--- src/rtl/layer_switch_gen.sv ---
// Layer switch-enable generator: issues per-channel one-cycle switch pulses on
// trigger events, repeated a configured number of times with a holdoff between fires.
//
//  state     | meaning
//  ----------+------------------------------------------------------------
//  IDLE      | waiting for io_start; config captured on an accepted start
//  WAIT_TRIG | watching masked trigger source for any enabled channel
//  FIRE      | one cycle with io_switchEnLogic driving the captured trigger
//  HOLD      | holdoff countdown; triggers arriving here are dropped
//  END       | one-cycle io_layerEnd pulse, fire count cleared
module layer_switch_gen (
  input  logic        io_clk,
  input  logic        io_rst_n,
  input  logic        io_start,
  input  logic        io_abort,
  input  logic [7:0]  io_layerCfg,
  input  logic [15:0] io_layerCnt,
  input  logic        io_BaseLayer,
  input  logic        io_workingMode,
  input  logic [7:0]  io_fbCatch,
  input  logic [7:0]  io_delayEnd,
  input  logic [7:0]  io_holdoff,
  output logic [7:0]  io_switchEnLogic,
  output logic        io_layerLast,
  output logic        io_layerEnd,
  output logic        io_busy,
  output logic [15:0] io_fireCount
);

  typedef enum logic [2:0] {
    S_IDLE,
    S_WAIT_TRIG,
    S_FIRE,
    S_HOLD,
    S_END
  } state_t;

  state_t      r_state;
  logic [7:0]  r_cfg;
  logic [15:0] r_cnt;
  logic        r_base;
  logic        r_mode;
  logic [7:0]  r_holdoff;
  logic [7:0]  r_hold_cnt;
  logic [7:0]  r_sw;
  logic        r_layer_end;
  logic [15:0] r_fire_cnt;

  logic [7:0]  w_trig;
  logic        w_last;

  assign w_trig = r_cfg & (r_mode ? io_delayEnd : io_fbCatch);

  // cnt-1 is only formed when cnt is nonzero, so cnt = 0 never aliases to 0xFFFF.
  always_comb begin
    w_last = 1'b1;
    if (r_cnt != 16'd0) begin
      if (r_base)
        w_last = (r_fire_cnt == (r_cnt - 16'd1));
      else
        w_last = (r_fire_cnt == r_cnt);
    end
  end

  always_ff @(posedge io_clk or negedge io_rst_n) begin
    if (!io_rst_n) begin
      r_state     <= S_IDLE;
      r_cfg       <= '0;
      r_cnt       <= '0;
      r_base      <= 1'b0;
      r_mode      <= 1'b0;
      r_holdoff   <= '0;
      r_hold_cnt  <= '0;
      r_sw        <= '0;
      r_layer_end <= 1'b0;
      r_fire_cnt  <= '0;
    end else begin
      r_sw        <= '0;
      r_layer_end <= 1'b0;
      if (io_abort) begin
        r_state    <= S_IDLE;
        r_fire_cnt <= '0;
      end else begin
        case (r_state)
          S_IDLE: begin
            if (io_start) begin
              r_cfg      <= io_layerCfg;
              r_cnt      <= io_layerCnt;
              r_base     <= io_BaseLayer;
              r_mode     <= io_workingMode;
              r_holdoff  <= io_holdoff;
              r_fire_cnt <= '0;
              r_state    <= S_WAIT_TRIG;
            end
          end
          S_WAIT_TRIG: begin
            if (r_cfg == 8'd0) begin
              r_layer_end <= 1'b1;
              r_state     <= S_END;
            end else if (w_trig != 8'd0) begin
              r_sw    <= w_trig;
              r_state <= S_FIRE;
            end
          end
          S_FIRE: begin
            if (w_last) begin
              r_layer_end <= 1'b1;
              r_state     <= S_END;
            end else begin
              r_fire_cnt <= r_fire_cnt + 16'd1;
              r_hold_cnt <= r_holdoff;
              r_state    <= S_HOLD;
            end
          end
          S_HOLD: begin
            if (r_hold_cnt == 8'd0)
              r_state <= S_WAIT_TRIG;
            else
              r_hold_cnt <= r_hold_cnt - 8'd1;
          end
          S_END: begin
            r_fire_cnt <= '0;
            r_state    <= S_IDLE;
          end
          default: r_state <= S_IDLE;
        endcase
      end
    end
  end

  assign io_switchEnLogic = r_sw;
  assign io_layerLast     = w_last;
  assign io_layerEnd      = r_layer_end;
  assign io_busy          = (r_state != S_IDLE);
  assign io_fireCount     = r_fire_cnt;

endmodule

--- config.mk ---
export PLATFORM = sky130hd
export DESIGN_NAME = layer_switch_gen
export DESIGN_NICKNAME = d
export VERILOG_FILES = /design/src/rtl/layer_switch_gen.sv
export SDC_FILE = /design/constraint.sdc
export NUM_CORES = 1
export LEC_CHECK = 0
export BUFFER_PORTS_ARGS = -buffer_cell sky130_fd_sc_hd__buf_2
export CAP_MARGIN = 10
export CORE_UTILIZATION = 35
export CTS_BUF_LIST = sky130_fd_sc_hd__clkbuf_8
export DETAILED_ROUTE_END_ITERATION = 16
export GPL_ROUTABILITY_DRIVEN = 0
export MAX_ROUTING_LAYER = met4
export PLACE_DENSITY_LB_ADDON = 0.12
export SKIP_CTS_REPAIR_TIMING = 1
export SKIP_LAST_GASP = 1
export SLEW_MARGIN = 5
export SYNTH_ARGS = -nofsm -noshare
export SYNTH_HDL_FRONTEND = slang
export SYNTH_SLANG_ARGS = --single-unit
export TNS_END_PERCENT = 1
--- constraint.sdc ---
create_clock -name io_clk -period 3.64 [get_ports io_clk]
set_input_delay 0.182 -clock io_clk [delete_from_list [all_inputs] [get_ports io_clk]]
set_output_delay 0.182 -clock io_clk [all_outputs]
set_load 0.005 [all_outputs]
# == Word level (Yosys, flattened, before mapping) ==
# Index checks and enable logic that the tools add are counted.
# word_totals
ff_bits,70
input_bits,54
word_cells,64
# op_classes
add_sub_neg,3
eq_ne,12
n_mux,25
n_bitwise,2
reduce_logical,12
# ops
cell,count
2-to-1 mux 8 bit,7
2-to-1 mux 16 bit,3
case mux 16 bit (3 select lines),1
== test 16 bit,2
2-to-1 mux 3 bit,6
adder 16 x 1 -> 16 bit (second input constant),1
logical NOT 8 bit,2
case mux 8 bit (2 select lines),1
nonzero test 16 bit,1
subtractor 16 x 1 -> 16 bit (second input constant),1
case mux 3 bit (4 select lines),1
!= test 3 bit (second input constant),3
AND reduction 3 bit,3
AND 8 bit,1
nonzero test 8 bit,1
subtractor 8 x 1 -> 8 bit (second input constant),1
== test 3 x 2 -> 1 bit (second input constant),2
2-to-1 mux 1 bit,5
!= test 2 bit (second input constant),2
!= test 4 bit (second input constant),1
AND reduction 4 bit,1
nonzero test 4 bit,1
== test 3 x 1 -> 1 bit (second input constant),1
== test 3 bit (second input constant),1
other kinds (5),5

# == Longest topological paths before layout ==
# depth
ltp_word,7
mapped_depth,12

# == Least setup slack after synthesis ==
# Ideal clock, no wire load.
# synth_timing
path_kind,register to register
startpoint,reg r_cnt[4]
endpoint,reg r_hold_cnt[6]
setup_time_ps,139
t_arrival_ps,2880
path_slack_ps,621
path_stages_with_launch,12
path_buffers,3
period_less_slack_ps,3019
cell_sequence,dfrtp_1 buf_6 or4_4 or4b_4 or4b_1 o211ai_1 o22ai_1 o21ai_4 nand2b_1 buf_4 buf_6 a22oi_1
# synth_between
elab_chain_cells,6
# synth_rtl
element,line_no,rtl
"start, declared",40,logic [15:0] r_cnt;
"start signal, assigned",88,r_cnt <= io_layerCnt;
subtractor 16 x 1 -> 16 bit,59,w_last = (r_fire_cnt == (r_cnt - 16'd1));
== test 16 bit,59,
2-to-1 mux 1 bit,58,if (r_base)
2-to-1 mux 1 bit *,57,if (r_cnt != 16'd0) begin
!= test 2 bit (no source line) *,--,
AND reduction 4 bit (no source line) *,--,
"end signal, assigned",111,r_hold_cnt <= r_holdoff;
"end signal, assigned",119,r_hold_cnt <= r_hold_cnt - 8'd1;
"end, declared",44,logic [7:0] r_hold_cnt;
# Every way passes the cells marked *; elsewhere a longest branch is shown, timed or not.
# A chain may end at the register's enable or synchronous reset.

# == Worst setup path in the final report ==
# layout_timing
startpoint,reg r_cnt[0]
endpoint,out io_layerLast
# layout_between
elab_chain_cells,4
# layout_rtl
element,line_no,rtl
subtractor 16 x 1 -> 16 bit,59,
== test 16 bit,59,
2-to-1 mux 1 bit,58,
2-to-1 mux 1 bit *,57,
"end, declared",24,"output logic io_layerLast,"
# Marks and branches as above.

==> metrics.log <==
[metrics] Worst Tran Pin Value: 961 ps
[metrics] Max-cap violations: 0
[metrics] total global-route track usage: 0.186
[metrics] detailed-route via count: 3,317
[metrics] worst setup path class: reg -> out
[metrics] Final Util: 0.432
[metrics] post-synth top area share: 0.442
[metrics] total negative slack for setup checks: 0 ps
[metrics] R2R cell count: 9
[metrics] asr flop ratio synth: 1.00
[metrics] Yosys top cell by area: sky130_fd_sc_hd__dfrtp_1
[metrics] number of max-slew violations in the final report: 0
[metrics] CP Capture Type: output port
[metrics] cell repeated most along the worst path: sky130_fd_sc_hd__or4b_1
[metrics] Relative slew margins: 0.359
[metrics] number of core rows: 38
[metrics] number of global-route vias before repair: 3,370
[metrics] Residual DRC: 0
[metrics] total die area: 0.0118 sq mm
[metrics] Core Footprint: 0.0109 sq mm
[metrics] ys flop type: sky130_fd_sc_hd__dfrtp_1
[metrics] Sinks on Clock Net: 70
[metrics] number of H-tree branching levels: 3
[metrics] nets: 537
[metrics] capture point of the worst reg-to-reg path: r_hold_cnt[4]
[metrics] global-route wire length before repair: 16,300 um
[metrics] number of warning messages in the yosys log: 0
[metrics] floorplan die height: 108 um
[metrics] Critical Path Fanout Max: 15
[metrics] vias per std cell: 5.33
[metrics] achievable clock frequency: 290 MHz
[metrics] run status: finished with violations
[metrics] endpoint of the worst setup timing path: io_layerLast
[metrics] WL/cell: 15.5 um
[metrics] syn avg cell area: 9.93 sq um
[metrics] pwr/cell area: 669 mW/mm^2
[metrics] antenna diode count: 0
[metrics] number of instances in the synthesized netlist: 399
[metrics] Worst Setup Start Kind: flip-flop
[metrics] initial antenna violation count: 0
[metrics] HPWL after detailed placement: 7200 um
[metrics] count of nets left with antenna violations after detail routing: 0
[metrics] port bufs: 80
[metrics] DRT Wirelength: 9650 um
[metrics] worst ir drop on vdd: 0.364 mV
[metrics] stage delay of the slowest cell on the critical path: 580 ps
[metrics] Worst Setup Slack post-DPL: 366 ps
[metrics] post-layout power: 3.16 mW
[metrics] ratio of cells with drive above 1 in the final layout: 0.326
[metrics] filler cell count: 1,122
[metrics] clk root buf: sky130_fd_sc_hd__clkbuf_8
[metrics] Critical Path Slowest Stage Cell: sky130_fd_sc_hd__or4b_1
[metrics] share of synthesized area occupied by flip-flops and latches: 0.442
[metrics] number of buffer and inverter stages on the critical path: 2
[metrics] number of synthesized register bits: 70
[metrics] CP cell instances: or4b_1, or4b_4, or4b_1, o211ai_1, o22ai_1, o21ai_4, buf_6, buf_2
[metrics] skew final: 11.5 ps
[metrics] final count of hold timing violations: 31
[metrics] clock network latency to the later pin of the worst-skew pair: 350 ps
[metrics] Iter 0 DRT Violations: 97
[metrics] unrepaired setup endpoints after global routing: false
[metrics] pin count of the biggest net entering global routing: 42
[metrics] net count after synthesis: 458
[metrics] leftover overflow at the end of global routing: 0
[metrics] number of buffers on the longest clock path: 2
[metrics] start point of the critical path: r_cnt[0]
[metrics] relative area change from synthesis to final layout: 19.1%
[metrics] leading post-synthesis cells by cell area: sky130_fd_sc_hd__dfrtp_1 (44%), sky130_fd_sc_hd__mux2_2 (12%), sky130_fd_sc_hd__nor2_1 (2.9%)
[metrics] cts bufs inserted: 9
[metrics] number of failing setup endpoints in the final timing report: 0
[metrics] path length in cells of the critical path: 8
[metrics] TritonCTS clock tree: built
[metrics] crit-path leading delay family: simple AND/OR/NAND/NOR gates
[metrics] R2R setup slack: 320 ps
[metrics] count of different cell masters after synthesis: 55
[metrics] required time reported for the critical path endpoint: 3460 ps
[metrics] post-route setup slack: 187 ps
[metrics] final period demand of the worst path: 3450 ps
[metrics] top-level I/O count: 81
[metrics] class of the tightest hold or removal check: in -> async
[metrics] cell area after technology mapping: 0.00396 sq mm
[metrics] violations in the final reports: negative hold slack
[metrics] iteration count of the initial detailed-routing pass: 4
[metrics] worst hold margin: -43.4 ps
[metrics] static power due to leakage: 2.10 nW
[metrics] EDFF count, synth: 0
[metrics] worst reg2reg path startpoint: r_cnt[0]
[metrics] starting utilization of the core area: 0.362
[metrics] worst path arrival time: 3270 ps
[metrics] width of the die: 108 um
[metrics] Period Utilization, post-route: 0.949
[metrics] CTS clock-pin slew for the worst setup and hold paths: 80 ps
-- worst min path at each step --
stage	from	end	slack (ps)	depth (start not counted)
floorplan	io_rst_n	io_fireCount[0]	-110	0
global placement	io_rst_n	r_cnt[4]	400	1
detailed placement	io_rst_n	r_cnt[4]	400	1
CTS	io_rst_n	r_cnt[2]	10	1
global route	io_layerCnt[2]	r_cnt[2]	30	2
finish	io_rst_n	r_cnt[2]	-40	1
-- sequential cells by signal, summed over array words and instances (netlist names) --
register,count
r_cfg,8
r_mode,1
io_fireCount,16
io_layerEnd,1
r_base,1
r_hold_cnt,8
io_switchEnLogic,8
r_state,3
r_cnt,16
r_holdoff,8
-- stage by stage --
stage,std cells,instance area [sq um],hold WS (ps)
5_1_grt,622,4720,35.0
6_report,622,4720,-43.4
3_5_place_dp,606,4500,403
4_1_cts,621,4710,12.3
3_3_place_gp,606,4500,398
2_1_floorplan,399,3960,-114
-- report_power, final --
part | total [mW] | switching (mW) | internal, mW
Sequential | 1.36 | 0.323 | 1.04
Clock | 0.686 | 0.304 | 0.382
Combinational | 1.11 | 0.535 | 0.575
-- synthesized netlist by cell type, types with 4 or more instances --
cell and number:
sky130_fd_sc_hd__dfrtp_1 70, sky130_fd_sc_hd__mux2_2 43, sky130_fd_sc_hd__nor2_1 31, sky130_fd_sc_hd__nand2_1 30, sky130_fd_sc_hd__nor3_1 18, sky130_fd_sc_hd__o21ai_0 17
sky130_fd_sc_hd__clkbuf_1 15, sky130_fd_sc_hd__o211ai_1 14, sky130_fd_sc_hd__nand3_1 12, sky130_fd_sc_hd__a21oi_1 11, sky130_fd_sc_hd__nand2b_1 11, sky130_fd_sc_hd__xor2_1 10
sky130_fd_sc_hd__a31oi_1 7, sky130_fd_sc_hd__inv_1 7, sky130_fd_sc_hd__or3_1 7, sky130_fd_sc_hd__a22oi_1 6, sky130_fd_sc_hd__and3_1 6, sky130_fd_sc_hd__nor4_1 6
sky130_fd_sc_hd__o21ai_1 6, sky130_fd_sc_hd__o31ai_1 6, sky130_fd_sc_hd__xnor2_1 6, sky130_fd_sc_hd__ha_1 5, sky130_fd_sc_hd__nand3b_1 5, sky130_fd_sc_hd__or2_2 4
-- layout by cell type, fill, tap and decap left out, types with 9 or more instances in the layout --
master,instances
sky130_fd_sc_hd__a21oi_1,11
sky130_fd_sc_hd__dfrtp_1,70
sky130_fd_sc_hd__clkbuf_8,9
sky130_fd_sc_hd__o21ai_0,17
sky130_fd_sc_hd__buf_2,80
sky130_fd_sc_hd__nor2_1,31
sky130_fd_sc_hd__nor3_1,18
sky130_fd_sc_hd__nand2b_1,11
sky130_fd_sc_hd__o211ai_1,14
sky130_fd_sc_hd__mux2_2,43
sky130_fd_sc_hd__nand3_1,11
sky130_fd_sc_hd__nand2_1,30
sky130_fd_sc_hd__xor2_1,10
-- per-layer routing --
metal / vias up / share of wire / global-route usage
met5: - / 0 / -
met4: 0 / 0.016 / 0.0579
met3: 12 / 0.045 / 0.0458
met2: 79 / 0.50 / 0.315
met1: 1599 / 0.44 / 0.217
li1: 1627 / - / -
-- logic make-up after synthesis --
| kind of cell | after synthesis | share of synthesized area |
|---|---|---|
| and+or+nand+nor | 148 | 0.199 |
| AOI/OAI and AO/OA | 85 | 0.142 |
| DFF | 70 | 0.442 |
| muxes | 47 | 0.133 |
| buffers and inverters | 28 | 0.0338 |
| xor gates and xnor gates | 16 | 0.0354 |
| adders and majority gates | 5 | 0.0158 |
-- cell type report --
class	instances	area, sq um	share of cell area
inverter	7	26.3	0.00557
clock buffer	9	124	0.0262
tap	140	175	0.0371
timing repair buffer	89	472	0.0999
clock inverter	6	87.6	0.0186
sequential	70	1750	0.371
multi-input combinational	301	2080	0.441
Power figures use the tool's default switching activity.
